--- src/rtl/inst_fetch_buffer_pkg.sv ---
// Shared definitions for the prefetching instruction-fetch buffer:
// FSM state encoding, default FIFO depth and the sequential PC increment.
package inst_fetch_buffer_pkg;

  typedef enum logic [1:0] {
    IFB_STATE_IDLE  = 2'b00,
    IFB_STATE_REQ   = 2'b01,
    IFB_STATE_DRAIN = 2'b10
  } ifb_state_e;

  localparam int unsigned IFB_DEPTH = 4;
  localparam int unsigned PC_INC    = 4;

endpackage

--- src/rtl/inst_fetch_buffer_fifo.sv ---
// Synchronous FIFO holding {instPc, inst} pairs; clear empties it in one edge.
// The head word reads as zero while the FIFO is empty.
module ifb_fifo #(
  parameter int unsigned DEPTH = 4,
  parameter int unsigned WIDTH = 64
) (
  input  logic                       clk,
  input  logic                       rst,
  input  logic                       push,
  input  logic                       pop,
  input  logic                       clear,
  input  logic [WIDTH-1:0]           din,
  output logic [WIDTH-1:0]           dout,
  output logic [$clog2(DEPTH):0]     count,
  output logic                       empty
);

  localparam int unsigned AW = $clog2(DEPTH);
  localparam logic [AW:0] DEPTH_W = (AW+1)'(DEPTH);

  logic [WIDTH-1:0] mem_q [DEPTH];
  logic [WIDTH-1:0] mem_d [DEPTH];
  logic [AW-1:0]    wr_ptr_q, wr_ptr_d;
  logic [AW-1:0]    rd_ptr_q, rd_ptr_d;
  logic [AW:0]      count_q, count_d;
  logic             do_push, do_pop;

  always_comb begin
    mem_d    = mem_q;
    wr_ptr_d = wr_ptr_q;
    rd_ptr_d = rd_ptr_q;
    count_d  = count_q;
    do_push  = push && (count_q != DEPTH_W);
    do_pop   = pop && (count_q != '0);
    if (clear) begin
      wr_ptr_d = '0;
      rd_ptr_d = '0;
      count_d  = '0;
    end else begin
      if (do_push) begin
        mem_d[wr_ptr_q] = din;
        wr_ptr_d        = wr_ptr_q + AW'(1);
      end
      if (do_pop) begin
        rd_ptr_d = rd_ptr_q + AW'(1);
      end
      case ({do_push, do_pop})
        2'b10:   count_d = count_q + (AW+1)'(1);
        2'b01:   count_d = count_q - (AW+1)'(1);
        default: count_d = count_q;
      endcase
    end
  end

  always_ff @(posedge clk or posedge rst) begin
    if (rst) begin
      for (int unsigned i = 0; i < DEPTH; i++) begin
        mem_q[i] <= '0;
      end
      wr_ptr_q <= '0;
      rd_ptr_q <= '0;
      count_q  <= '0;
    end else begin
      mem_q    <= mem_d;
      wr_ptr_q <= wr_ptr_d;
      rd_ptr_q <= rd_ptr_d;
      count_q  <= count_d;
    end
  end

  assign empty = (count_q == '0);
  assign count = count_q;
  assign dout  = empty ? '0 : mem_q[rd_ptr_q];

endmodule

--- src/rtl/inst_fetch_buffer.sv ---
// Prefetching fetch front end: issues sequential word reads over a req/ack bus,
// queues the responses and presents the head instruction with its PC.
module inst_fetch_buffer
  import inst_fetch_buffer_pkg::*;
#(
  parameter int unsigned           PC_LENGTH   = 32,
  parameter int unsigned           INST_LENGTH = 32,
  parameter int unsigned           DEPTH       = IFB_DEPTH,
  parameter logic [PC_LENGTH-1:0]  RESET_PC    = '0
) (
  input  logic                    clk,
  input  logic                    rst,
  input  logic                    fetchEn,
  input  logic                    instRd,
  input  logic                    flush,
  input  logic [PC_LENGTH-1:0]    flushPc,
  output logic [INST_LENGTH-1:0]  inst,
  output logic [PC_LENGTH-1:0]    instPc,
  output logic                    instValid,
  output logic                    memReq,
  output logic [PC_LENGTH-1:0]    memAddr,
  input  logic                    memAck,
  input  logic [INST_LENGTH-1:0]  memData
);

  localparam int unsigned CW = $clog2(DEPTH) + 1;
  localparam logic [CW:0] DEPTH_W = (CW+1)'(DEPTH);

  ifb_state_e             state_q, state_d;
  logic [PC_LENGTH-1:0]   fetch_pc_q, fetch_pc_d;
  logic                   mem_req_q, mem_req_d;
  logic [PC_LENGTH-1:0]   mem_addr_q, mem_addr_d;

  logic                   fifo_push, fifo_pop, fifo_empty;
  logic [CW-1:0]          fifo_count;
  logic [PC_LENGTH+INST_LENGTH-1:0] fifo_head;
  logic [CW:0]            occupancy;
  logic                   space_ok;

  // The outstanding word reserves a slot so a later push can never overflow.
  always_comb begin
    occupancy = {1'b0, fifo_count} + {{CW{1'b0}}, (state_q == IFB_STATE_REQ)};
    space_ok  = (occupancy < DEPTH_W);
  end

  always_comb begin
    state_d    = state_q;
    fetch_pc_d = fetch_pc_q;
    mem_req_d  = mem_req_q;
    mem_addr_d = mem_addr_q;
    fifo_push  = 1'b0;
    case (state_q)
      IFB_STATE_IDLE: begin
        if (flush) begin
          fetch_pc_d = flushPc;
        end else if (fetchEn && space_ok) begin
          mem_req_d  = 1'b1;
          mem_addr_d = fetch_pc_q;
          fetch_pc_d = fetch_pc_q + PC_LENGTH'(PC_INC);
          state_d    = IFB_STATE_REQ;
        end
      end
      IFB_STATE_REQ: begin
        if (memAck) begin
          mem_req_d = 1'b0;
          state_d   = IFB_STATE_IDLE;
          if (flush) begin
            fetch_pc_d = flushPc;
          end else begin
            fifo_push = 1'b1;
          end
        end else if (flush) begin
          fetch_pc_d = flushPc;
          state_d    = IFB_STATE_DRAIN;
        end
      end
      IFB_STATE_DRAIN: begin
        if (flush) begin
          fetch_pc_d = flushPc;
        end
        if (memAck) begin
          mem_req_d = 1'b0;
          state_d   = IFB_STATE_IDLE;
        end
      end
      default: begin
        state_d   = IFB_STATE_IDLE;
        mem_req_d = 1'b0;
      end
    endcase
    fifo_pop = instRd && !fifo_empty && !flush;
  end

  always_ff @(posedge clk or posedge rst) begin
    if (rst) begin
      state_q    <= IFB_STATE_IDLE;
      fetch_pc_q <= RESET_PC;
      mem_req_q  <= 1'b0;
      mem_addr_q <= RESET_PC;
    end else begin
      state_q    <= state_d;
      fetch_pc_q <= fetch_pc_d;
      mem_req_q  <= mem_req_d;
      mem_addr_q <= mem_addr_d;
    end
  end

  ifb_fifo #(
    .DEPTH (DEPTH),
    .WIDTH (PC_LENGTH + INST_LENGTH)
  ) u_fifo (
    .clk   (clk),
    .rst   (rst),
    .push  (fifo_push),
    .pop   (fifo_pop),
    .clear (flush),
    .din   ({mem_addr_q, memData}),
    .dout  (fifo_head),
    .count (fifo_count),
    .empty (fifo_empty)
  );

  assign inst      = fifo_head[INST_LENGTH-1:0];
  assign instPc    = fifo_head[INST_LENGTH +: PC_LENGTH];
  assign instValid = !fifo_empty;
  assign memReq    = mem_req_q;
  assign memAddr   = mem_addr_q;

endmodule

--- config.mk ---
export PLATFORM = sky130hd
export DESIGN_NAME = inst_fetch_buffer
export DESIGN_NICKNAME = d
export VERILOG_FILES = /design/src/rtl/inst_fetch_buffer_pkg.sv /design/src/rtl/inst_fetch_buffer_fifo.sv /design/src/rtl/inst_fetch_buffer.sv
export SDC_FILE = /design/constraint.sdc
export NUM_CORES = 1
export LEC_CHECK = 0
export CELL_PAD_IN_SITES_DETAIL_PLACEMENT = 2
export CELL_PAD_IN_SITES_GLOBAL_PLACEMENT = 2
export CORE_MARGIN = 3
export CORE_UTILIZATION = 40
export CTS_CLUSTER_SIZE = 25
export DETAILED_ROUTE_END_ITERATION = 10
export PLACE_DENSITY = 0.89
export SYNTH_ARGS = -nofsm -noshare
export SYNTH_HDL_FRONTEND = slang
export SYNTH_SLANG_ARGS = --single-unit
--- constraint.sdc ---
create_clock -name clk -period 25.1 [get_ports clk]
set_input_delay 6.275 -clock clk [delete_from_list [all_inputs] [get_ports clk]]
set_output_delay 6.275 -clock clk [all_outputs]
set_load 0.05 [all_outputs]
==> impl_metrics.json, run 1 <==
{
  "status": "finished clean",
  "postCtsResizedCells": 0,
  "period_minus_slack_ns": 9.87,
  "tns_ns": 0,
  "cts_num_sinks": 330,
  "cp_slowest_stage_delay_ns": 0.84,
  "crit_cells": 4,
  "cp_max_fo": 39,
  "worst_r2r_endpoint": "u_fifo.mem_q[46]",
  "grt_max_degree": 111,
  "yosys_warnings": 0,
  "grt_usage_pct": 21.9,
  "htreeDepth": 2,
  "slowest_stage": "dfrtp_4",
  "finalMaxSlewViolations": 0,
  "top_level_ports": 168,
  "initial_core_util_pct": 41.1,
  "ctsHoldBuffers": 0,
  "cts_tree": "done",
  "vias_per_cell": 5.59,
  "finalClockSkew_ns": 0.0192,
  "synth_edf_count": 0,
  "dieArea_sq_mm": 0.0405,
  "rr_worst_depth": 6,
  "clkTransAtPathRegs_ns": 0.06,
  "synth_area_sq_mm": 0.0152,
  "synth_nets": 1147,
  "drt_pass1_iterations": 5,
  "area_growth_syn_to_layout_pct": 22.4,
  "synth_top_family_by_area": "multiplexers",
  "required_ns": 18.82,
  "synthFlopType": "dfrtp_1",
  "cp.arrival_ns": 3.60,
  "endpoint_kind": "primary output",
  "synth_area_per_cell_sq_um": 14.3,
  "port_buffers": 167,
  "core_sq_mm": 0.0370,
  "route.vias.total": 9817,
  "startpoint": "u_fifo.rd_ptr_q[1]",
  "slew_headroom_pct": 25.0,
  "wl_per_cell_um": 25.1,
  "async_flop_share_pct": 100,
  "layoutNonFillerInstCount": 1756,
  "drive_gt1_share_pct": 35.6,
  "critPathKind": "flop to primary output",
  "nets": 1301,
  "antenna_found_initial": 3,
  "grt_pass1_vias": 11500,
  "synth_fa_ha_area_share_pct": 0.871,
  "worstPathCellList": "buf_4, mux4_2, and2_1, clkdlybuf4s50_1",
  "die_h_um": 201,
  "yosys.area_share.simple_pct": 7.37,
  "synth_compound_area_share_pct": 4.14,
  "p_per_area_mw_per_mm2": 131,
  "cts_root_buf": "clkbuf_16",
  "fp.dieW_um": 201,
  "yosysTopAreaCell": "dfrtp_1",
  "path_delay_family": "buffers and inverters",
  "reg2reg_slack_ns": 22.26,
  "ir_drop_uv": 104,
  "drc": 0,
  "min_from": "u_fifo.mem_q[248]",
  "period_share_pct": 39.3,
  "finalSetupViolCount": 0,
  "seq_area_frac_synth_pct": 54.2,
  "grt_pass1_wl_mm": 69.9,
  "grt_overflow": 0,
  "clockBufferDepth": 3,
  "dpl.cell_count": 1684,
  "clk_latency_ns": 0.53,
  "gp_congestion": 0.808,
  "num_rows": 70,
  "worstMarginPinSlew_ns": 1.13,
  "hold_violations": 0,
  "wl_mm": 44.1,
  "drtIter0Drc": 537,
  "worst-path-buf-inv": 2,
  "total_power_mw": 2.45,
  "total_leakage_power_nw": 8.28,
  "hpwlAfterDp_mm": 27.7,
  "max_cap_violations": 0,
  "synth_cells": 1067,
  "critPathCapture": "instPc[19]",
  "start_kind": "flop",
  "ys_types": 60,
  "reg2reg_from": "state_q[1]",
  "rsz0062_at_grt": "false",
  "synth_top_area_share_pct": 54.2,
  "synth_xor_area_share_pct": 0.345,
  "cts_setup_buffers": 0,
  "max_freq_ghz": 0.101,
  "ys_seq_elements": 330,
  "postRouteAntennaNets": 0,
  "yosys-top-cells-area": "dfrtp_1, mux2_2, mux4_2, and2_1, buf_2",
  "numCtsBuffers": 39,
  "hold_path.class": "flop to flop",
  "synthMuxAreaShare_pct": 31.0
}
==> Yosys cell counts, types with 3 or more instances <==
library cell,n
a211oi_1,3
a21oi_1,31
a2bb2oi_1,9
and2_1,64
and3_1,7
and4_1,5
buf_1,8
buf_2,33
clkbuf_1,24
dfrtp_1,330
ha_1,9
inv_1,7
mux2_2,290
mux4_2,64
nand2_1,31
nand2_2,4
nand3_1,20
nand4_1,6
nor2_1,25
nor3_1,12
o211ai_1,3
o21a_1,4
o21ai_0,14
o22ai_1,11
o31ai_1,3
xor2_1,4
==> placed cells by master, fill, tap and decap left out, types with 5 or more instances in the layout <==
| cell type | n |
|---|---|
| dfrtp_1 | 328 |
| mux4_2 | 64 |
| nand4_1 | 6 |
| clkbuf_1 | 11 |
| clkinv_2 | 6 |
| and4_1 | 5 |
| nand2_1 | 31 |
| nor2_1 | 24 |
| inv_1 | 6 |
| nor3_1 | 12 |
| o22ai_1 | 11 |
| and2_1 | 64 |
| clkbuf_16 | 39 |
| nand3_1 | 20 |
| ha_1 | 9 |
| clkdlybuf4s50_1 | 167 |
| a21oi_1 | 31 |
| a2bb2oi_1 | 9 |
| buf_4 | 11 |
| clkbuf_8 | 9 |
| o21ai_0 | 14 |
| mux2_2 | 290 |
| and3_1 | 7 |
==> per-layer routing <==
| metal | vias up | global-route usage (%) | part of all wire [%] |
|---|---|---|---|
| li1 | 4236 | - | - |
| met1 | 5308 | 27.6 | 41 |
| met2 | 212 | 39.9 | 53 |
| met3 | 57 | 3.49 | 3.8 |
| met4 | 4 | 4.44 | 1.7 |
| met5 | - | 0 | 0.043 |
==> report_power, final <==
| part | internal, mW | leakage [nW] | switching [mW] |
|---|---|---|---|
| combinational | 0.439 | 3.36 | 0.598 |
| sequential | 0.685 | 4.29 | 0.169 |
| clock | 0.335 | 0.628 | 0.222 |
==> sequential cells by signal, indices dropped and copies added (netlist names) <==
signal / flops
u_fifo.count: 3
memAddr: 32
fetch_pc_q: 32
u_fifo.mem_q: 256
u_fifo.wr_ptr_q: 2
memReq: 1
u_fifo.rd_ptr_q: 2
state_q: 2
==> worst register-to-register path: cells and delay by family, from the launching register on <==
| family | cells | cell delay [ns] |
|---|---|---|
| AND/OR/NAND/NOR | 3 | 1.38 |
| buffers and inverters | 1 | 0.10 |
| multiplexers | 1 | 0.62 |
| adder cells (fa/ha/maj) | 1 | 0.23 |
| flip-flops | 1 | 0.39 |
==> area by class of cell <==
| class | count | area (sq um) |
|---|---|---|
| well taps | 504 | 631 |
| fillers | 3399 | 18400 |
| clock buffers | 59 | 1140 |
| multi-input cells | 665 | 6690 |
| inverters | 7 | 33.8 |
| flip-flops and latches | 330 | 8270 |
| repair buffers | 178 | 1750 |
| diodes | 1 | 2.50 |
| clock inverters | 12 | 125 |
==> worst min path at each step <==
stage / end / slack, ns / depth (start not counted)
final: u_fifo.mem_q[248] / 0.50 / 1
after global placement: memAddr[0] / 0.48 / 1
after detailed placement: u_fifo.mem_q[190] / 0.49 / 1
after global routing: u_fifo.mem_q[180] / 0.51 / 1
after CTS: memReq / 0.50 / 1
after floorplan: u_fifo.mem_q[127] / 0.47 / 1
==> cells by family after synthesis <==
| group | count (synthesis) |
|---|---|
| and+or+nand+nor | 196 |
| adders and majority gates | 10 |
| buffers and inverters | 72 |
| muxes | 356 |
| xor gates and xnor gates | 6 |
| AOI/OAI and AO/OA | 97 |
| DFF | 330 |
==> per-stage QoR <==
| stage | cell area [sq um] | worst slack [ns] | hold slack [ns] | util, % |
|---|---|---|---|---|
| 6_report | 18600 | 15.23 | 0.502 | 50.3 |
| 5_1_grt | 18600 | 15.03 | 0.512 | 50.3 |
| 3_3_place_gp | 17400 | 15.77 | 0.481 | 46.9 |
| 4_1_cts | 18600 | 15.14 | 0.503 | 50.3 |
| 2_1_floorplan | 15200 | 9.69 | 0.474 | - |
| 3_5_place_dp | 17400 | 15.72 | 0.489 | 46.9 |
Note: power is estimated with default switching activity, not from simulation.
==> inputs of run 2 (changes only) <==
clock period = 9.9 ns   (was 25.1 ns; I/O delays follow)
==> run 2 against run 1 <==
Die area did not move. Sequential share of layout area fell by 0.22 points. Global-route usage rose by 0.61 points. Design area rose by 0.51%. Sequential cell count did not move. Non-clock buffer count did not move. Cell count barely moved. Total power rose to 2.6 times the previous value. Critical path type unchanged. Largest cell class unchanged.
==> impl_metrics.json, run 2 (same netlist as run 1, synthesis figures left out) <==
{
  "swShare_pct": 40.2,
  "grt_pass1_vias": 11700,
  "grt_usage_pct": 22.5,
  "hold_violations": 0,
  "tns_ns": 0,
  "period_minus_slack_ns": 6.07,
  "largest_reg_flops": 256,
  "start_kind": "flop",
  "final_cell_mix": "dfrtp_1, mux2_2, clkdlybuf4s50_1, mux4_2, and2_1",
  "port_buffers": 167,
  "fp.dieW_um": 201,
  "diodes": 0,
  "total_leakage_power_nw": 8.32,
  "gp_congestion": 0.790,
  "clkTransAtPathRegs_ns": 0.06,
  "ctsHoldBuffers": 0,
  "pwr-share-clk_pct": 23.9,
  "num_rows": 70,
  "max_freq_ghz": 0.165,
  "p_int_mw": 3.77,
  "postRouteAntennaNets": 0,
  "top_level_ports": 168,
  "pwr-share-seq_pct": 34.2,
  "total_power_mw": 6.31,
  "cts_root_buf": "clkbuf_16",
  "antenna_found_initial": 4,
  "post_dp_cell_area_sq_mm": 0.0174,
  "ir_drop_uv": 203,
  "top_register": "u_fifo.mem_q",
  "reg2reg_slack_ns": 7.03,
  "wl_per_cell_um": 25.6,
  "hpwlAfterDp_mm": 26.7,
  "drt_pass1_iterations": 4,
  "clk_latency_ns": 0.54,
  "endpoint_kind": "primary output",
  "nets": 1301,
  "vias_per_cell": 5.62,
  "max_cap_violations": 0,
  "whs_ns": 0.500,
  "status": "finished clean",
  "period_share_pct": 61.3,
  "drtIter0Drc": 340,
  "stdcell_area_sq_mm": 0.0187,
  "dieArea_sq_mm": 0.0405,
  "initial_core_util_pct": 41.1,
  "cp_slowest_stage_delay_ns": 0.77,
  "grt_pass1_wl_mm": 71.8,
  "grt_max_degree": 127,
  "finalMaxSlewViolations": 0,
  "route.vias.total": 9870,
  "numCtsBuffers": 39,
  "critPathKind": "flop to primary output",
  "worstMarginPinSlew_ns": 1.14,
  "cts_num_sinks": 330,
  "cts_tree": "done",
  "grt_overflow": 0,
  "cp_max_fo": 36,
  "cts_setup_buffers": 0,
  "htreeDepth": 2,
  "required_ns": 7.43,
  "p_comb_share_pct": 41.9,
  "fin_util_pct": 50.6,
  "die_h_um": 201,
  "slew_headroom_pct": 23.7,
  "core_sq_mm": 0.0370,
  "clockBufferDepth": 3,
  "slowest_stage": "dfrtp_4",
  "rsz0062_at_grt": "false",
  "drive_gt1_share_pct": 36.0,
  "p_per_area_mw_per_mm2": 336,
  "drc": 0,
  "worstPathCellList": "buf_4, mux4_2, and2_1, clkdlybuf4s50_1",
  "power_switching_mw": 2.54,
  "hold_path.class": "flop to flop",
  "postCtsResizedCells": 0,
  "finalSetupViolCount": 0,
  "wl_mm": 44.9,
  "finalClockSkew_ns": 0.0224,
  "layout_commonest_cell": "dfrtp_1",
  "area_growth_syn_to_layout_pct": 23.0,
  "cp.arrival_ns": 3.60
}
[run 2: cell types whose count changed in the layout (fill, tap and decap cells not counted), sizes merged]
cell      change
clkinvlp      +3
inv           -3
bufinv        +2
clkbuf        -4
clkinv        +2
diode         -1
[run 2: layer usage]
layer,wire length (um),track usage (%)
met1,18400,28.6
met4,739,4.69
met2,23700,40.5
met5,53,0
met3,2010,4.08
[run 2: power by group through the flow]
stage | combinational, mW | sequential [mW] | clock [mW]
2_1_floorplan | 1.66 | 2.21 | 0
3_3_place_gp | 2.54 | 2.11 | 0
3_5_place_dp | 2.63 | 2.16 | 0
4_1_cts | 2.68 | 2.16 | 1.54
5_1_grt | 2.82 | 2.22 | 1.60
6_report | 2.64 | 2.15 | 1.51
[run 2: worst max-delay path: cells and delay by family (launching register included)]
| kind | cells | cell delay, ns |
|---|---|---|
| simple gates | 1 | 0.20 |
| buf+inv | 2 | 1.45 |
| flops | 1 | 0.77 |
| mux | 1 | 0.60 |
[run 2: worst paths after layout]
| path | endpoint | start | depth (start not counted) |
|---|---|---|---|
| max in group asynchronous | u_fifo.mem_q[118] | rst | 4 |
| min reg2reg | u_fifo.mem_q[52] | u_fifo.mem_q[52] | 1 |
| max reg2reg | u_fifo.mem_q[187] | state_q[1] | 6 |
| max | instPc[8] | u_fifo.rd_ptr_q[1] | 4 |
| min in group asynchronous | u_fifo.mem_q[229] | rst | 3 |
| min | u_fifo.mem_q[52] | u_fifo.mem_q[52] | 1 |
[run 2: stage by stage]
stage,std cells,worst slack (ns)
2_1_floorplan,1067,3.02
3_3_place_gp,1684,4.34
3_5_place_dp,1684,4.28
4_1_cts,1755,3.73
5_1_grt,1755,3.62
6_report,1755,3.83
[run 2: final cells by class]
| cell class | instances | area, sq um |
|---|---|---|
| fill | 3448 | 18300 |
| sequential | 330 | 8270 |
| multi-input combinational | 665 | 6690 |
| timing repair buffer | 178 | 1770 |
| clock buffer | 55 | 1150 |
| tap | 504 | 631 |
| clock inverter | 16 | 208 |
| inverter | 7 | 30.0 |
==> inputs of run 3 (changes only) <==
CORE_UTILIZATION = 36   (was 40)
PLACE_DENSITY = 0.85   (was 0.89)
clock period = 4.85 ns   (was 9.9 ns; I/O delays follow)
==> run 3 against run 2 <==
Combinational power grew 100%. First-iteration DRC count grew 52%. Via count down 1.7%. Clock-buffer cell count is 9 higher. Clock power rose by 94%. Hold slack worse by 0.00069 ns.
==> impl_metrics.json, run 3 (same netlist as run 1, synthesis figures left out) <==
{
  "p_per_area_mw_per_mm2": 672,
  "hold_path.class": "flop to flop",
  "clkTransAtPathRegs_ns": 0.06,
  "route.vias.total": 9701,
  "grt_usage_pct": 19.6,
  "htreeDepth": 2,
  "total_leakage_power_nw": 8.37,
  "drt_pass1_iterations": 4,
  "drc": 0,
  "diodes": 0,
  "fp.dieW_um": 212,
  "drive_gt1_share_pct": 36.2,
  "dpl.cell_count": 1726,
  "cp_slowest_stage_delay_ns": 0.70,
  "clk_latency_ns": 0.54,
  "ir_drop_uv": 436,
  "cts_setup_buffers": 0,
  "wl_mm": 43.0,
  "finalSetupViolCount": 0,
  "required_ns": 3.64,
  "worst-path-buf-inv": 2,
  "numCtsBuffers": 39,
  "num_rows": 74,
  "period_minus_slack_ns": 4.30,
  "max_cap_violations": 0,
  "finalClockSkew_ns": 0.0136,
  "clockBufferDepth": 3,
  "port_buffers": 167,
  "antenna_found_initial": 1,
  "dieArea_sq_mm": 0.0448,
  "cp.arrival_ns": 3.08,
  "worstMarginPinSlew_ns": 1.04,
  "grt_max_degree": 100,
  "tns_ns": 0,
  "total_power_mw": 12.7,
  "largest_reg_flops": 256,
  "die_h_um": 212,
  "worstPathCellList": "buf_4, mux4_2, and2_1, clkdlybuf4s50_1",
  "cp_max_fo": 20,
  "finalMaxSlewViolations": 0,
  "initial_core_util_pct": 36.9,
  "postCtsResizedCells": 0,
  "wl_per_cell_um": 23.9,
  "slowest_stage": "dfrtp_4",
  "top_level_ports": 168,
  "layout_commonest_cell": "dfrtp_1",
  "whs_ns": 0.499,
  "start_kind": "flop",
  "grt_pass1_wl_mm": 68.3,
  "grt_overflow": 0,
  "hold_violations": 0,
  "postRouteAntennaNets": 0,
  "rsz0062_at_grt": "false",
  "nets": 1315,
  "ctsHoldBuffers": 0,
  "hpwlAfterDp_mm": 28.3,
  "core_sq_mm": 0.0413,
  "slew_headroom_pct": 30.7,
  "gp_congestion": 0.741,
  "cts_num_sinks": 330,
  "endpoint_kind": "primary output",
  "period_share_pct": 88.6,
  "cts_tree": "done",
  "grt_pass1_vias": 11200,
  "cts_root_buf": "clkbuf_16",
  "max_freq_ghz": 0.233,
  "vias_per_cell": 5.40,
  "final_cell_mix": "dfrtp_1, mux2_2, clkdlybuf4s50_1, mux4_2, and2_1",
  "top_register": "u_fifo.mem_q",
  "area_growth_syn_to_layout_pct": 24.0,
  "status": "finished clean",
  "drtIter0Drc": 517,
  "critPathKind": "flop to primary output",
  "path_delay_family": "buffers and inverters",
  "layoutNonFillerInstCount": 1796
}
run 3: report_power, final:
part	internal (mW)	total [mW]	switching [mW]
Sequential	3.55	4.39	0.845
Combinational	2.32	5.38	3.06
Clock	1.78	2.93	1.15
run 3: worst paths after layout:
check / from / to / slack (ns) / depth (start not counted)
worst min-delay path: memReq / memReq / 0.50 / 1
worst min register to register: memReq / memReq / 0.50 / 1
worst max-delay path: u_fifo.rd_ptr_q[0] / inst[15] / 0.55 / 4
max in group asynchronous: rst / u_fifo.mem_q[141] / 2.83 / 4
min in group asynchronous: rst / u_fifo.mem_q[158] / 1.04 / 2
worst max register to register: state_q[1] / u_fifo.mem_q[182] / 1.97 / 7
run 3: layer usage:
layer / vias to the layer above / share of wire [%] / global-route usage, %
met5: - / 0 / 0
li1: 4287 / - / -
met2: 181 / 51 / 34.7
met1: 5179 / 43 / 25.8
met3: 54 / 3.8 / 2.83
met4: 0 / 1.6 / 4.39
run 3: cell type report:
class	count	area, sq um
Clock buffer	64	1230
Clock inverter	6	62.6
Fill cell	3948	22400
Inverter	7	30.0
Multi-Input combinational cell	665	6690
Sequential cell	330	8270
Tap cell	532	666
Timing Repair Buffer	192	1950
run 3: through the flow:
stage / util (%) / setup WS (ns) / area, sq um
final: 45.8 / 0.554 / 18900
after CTS: 45.8 / 0.459 / 18900
after floorplan: - / -0.769 / 15200
after global routing: 45.8 / 0.399 / 18900
after detailed placement: 42.6 / 0.958 / 17600
after global placement: 42.6 / 1.08 / 17600
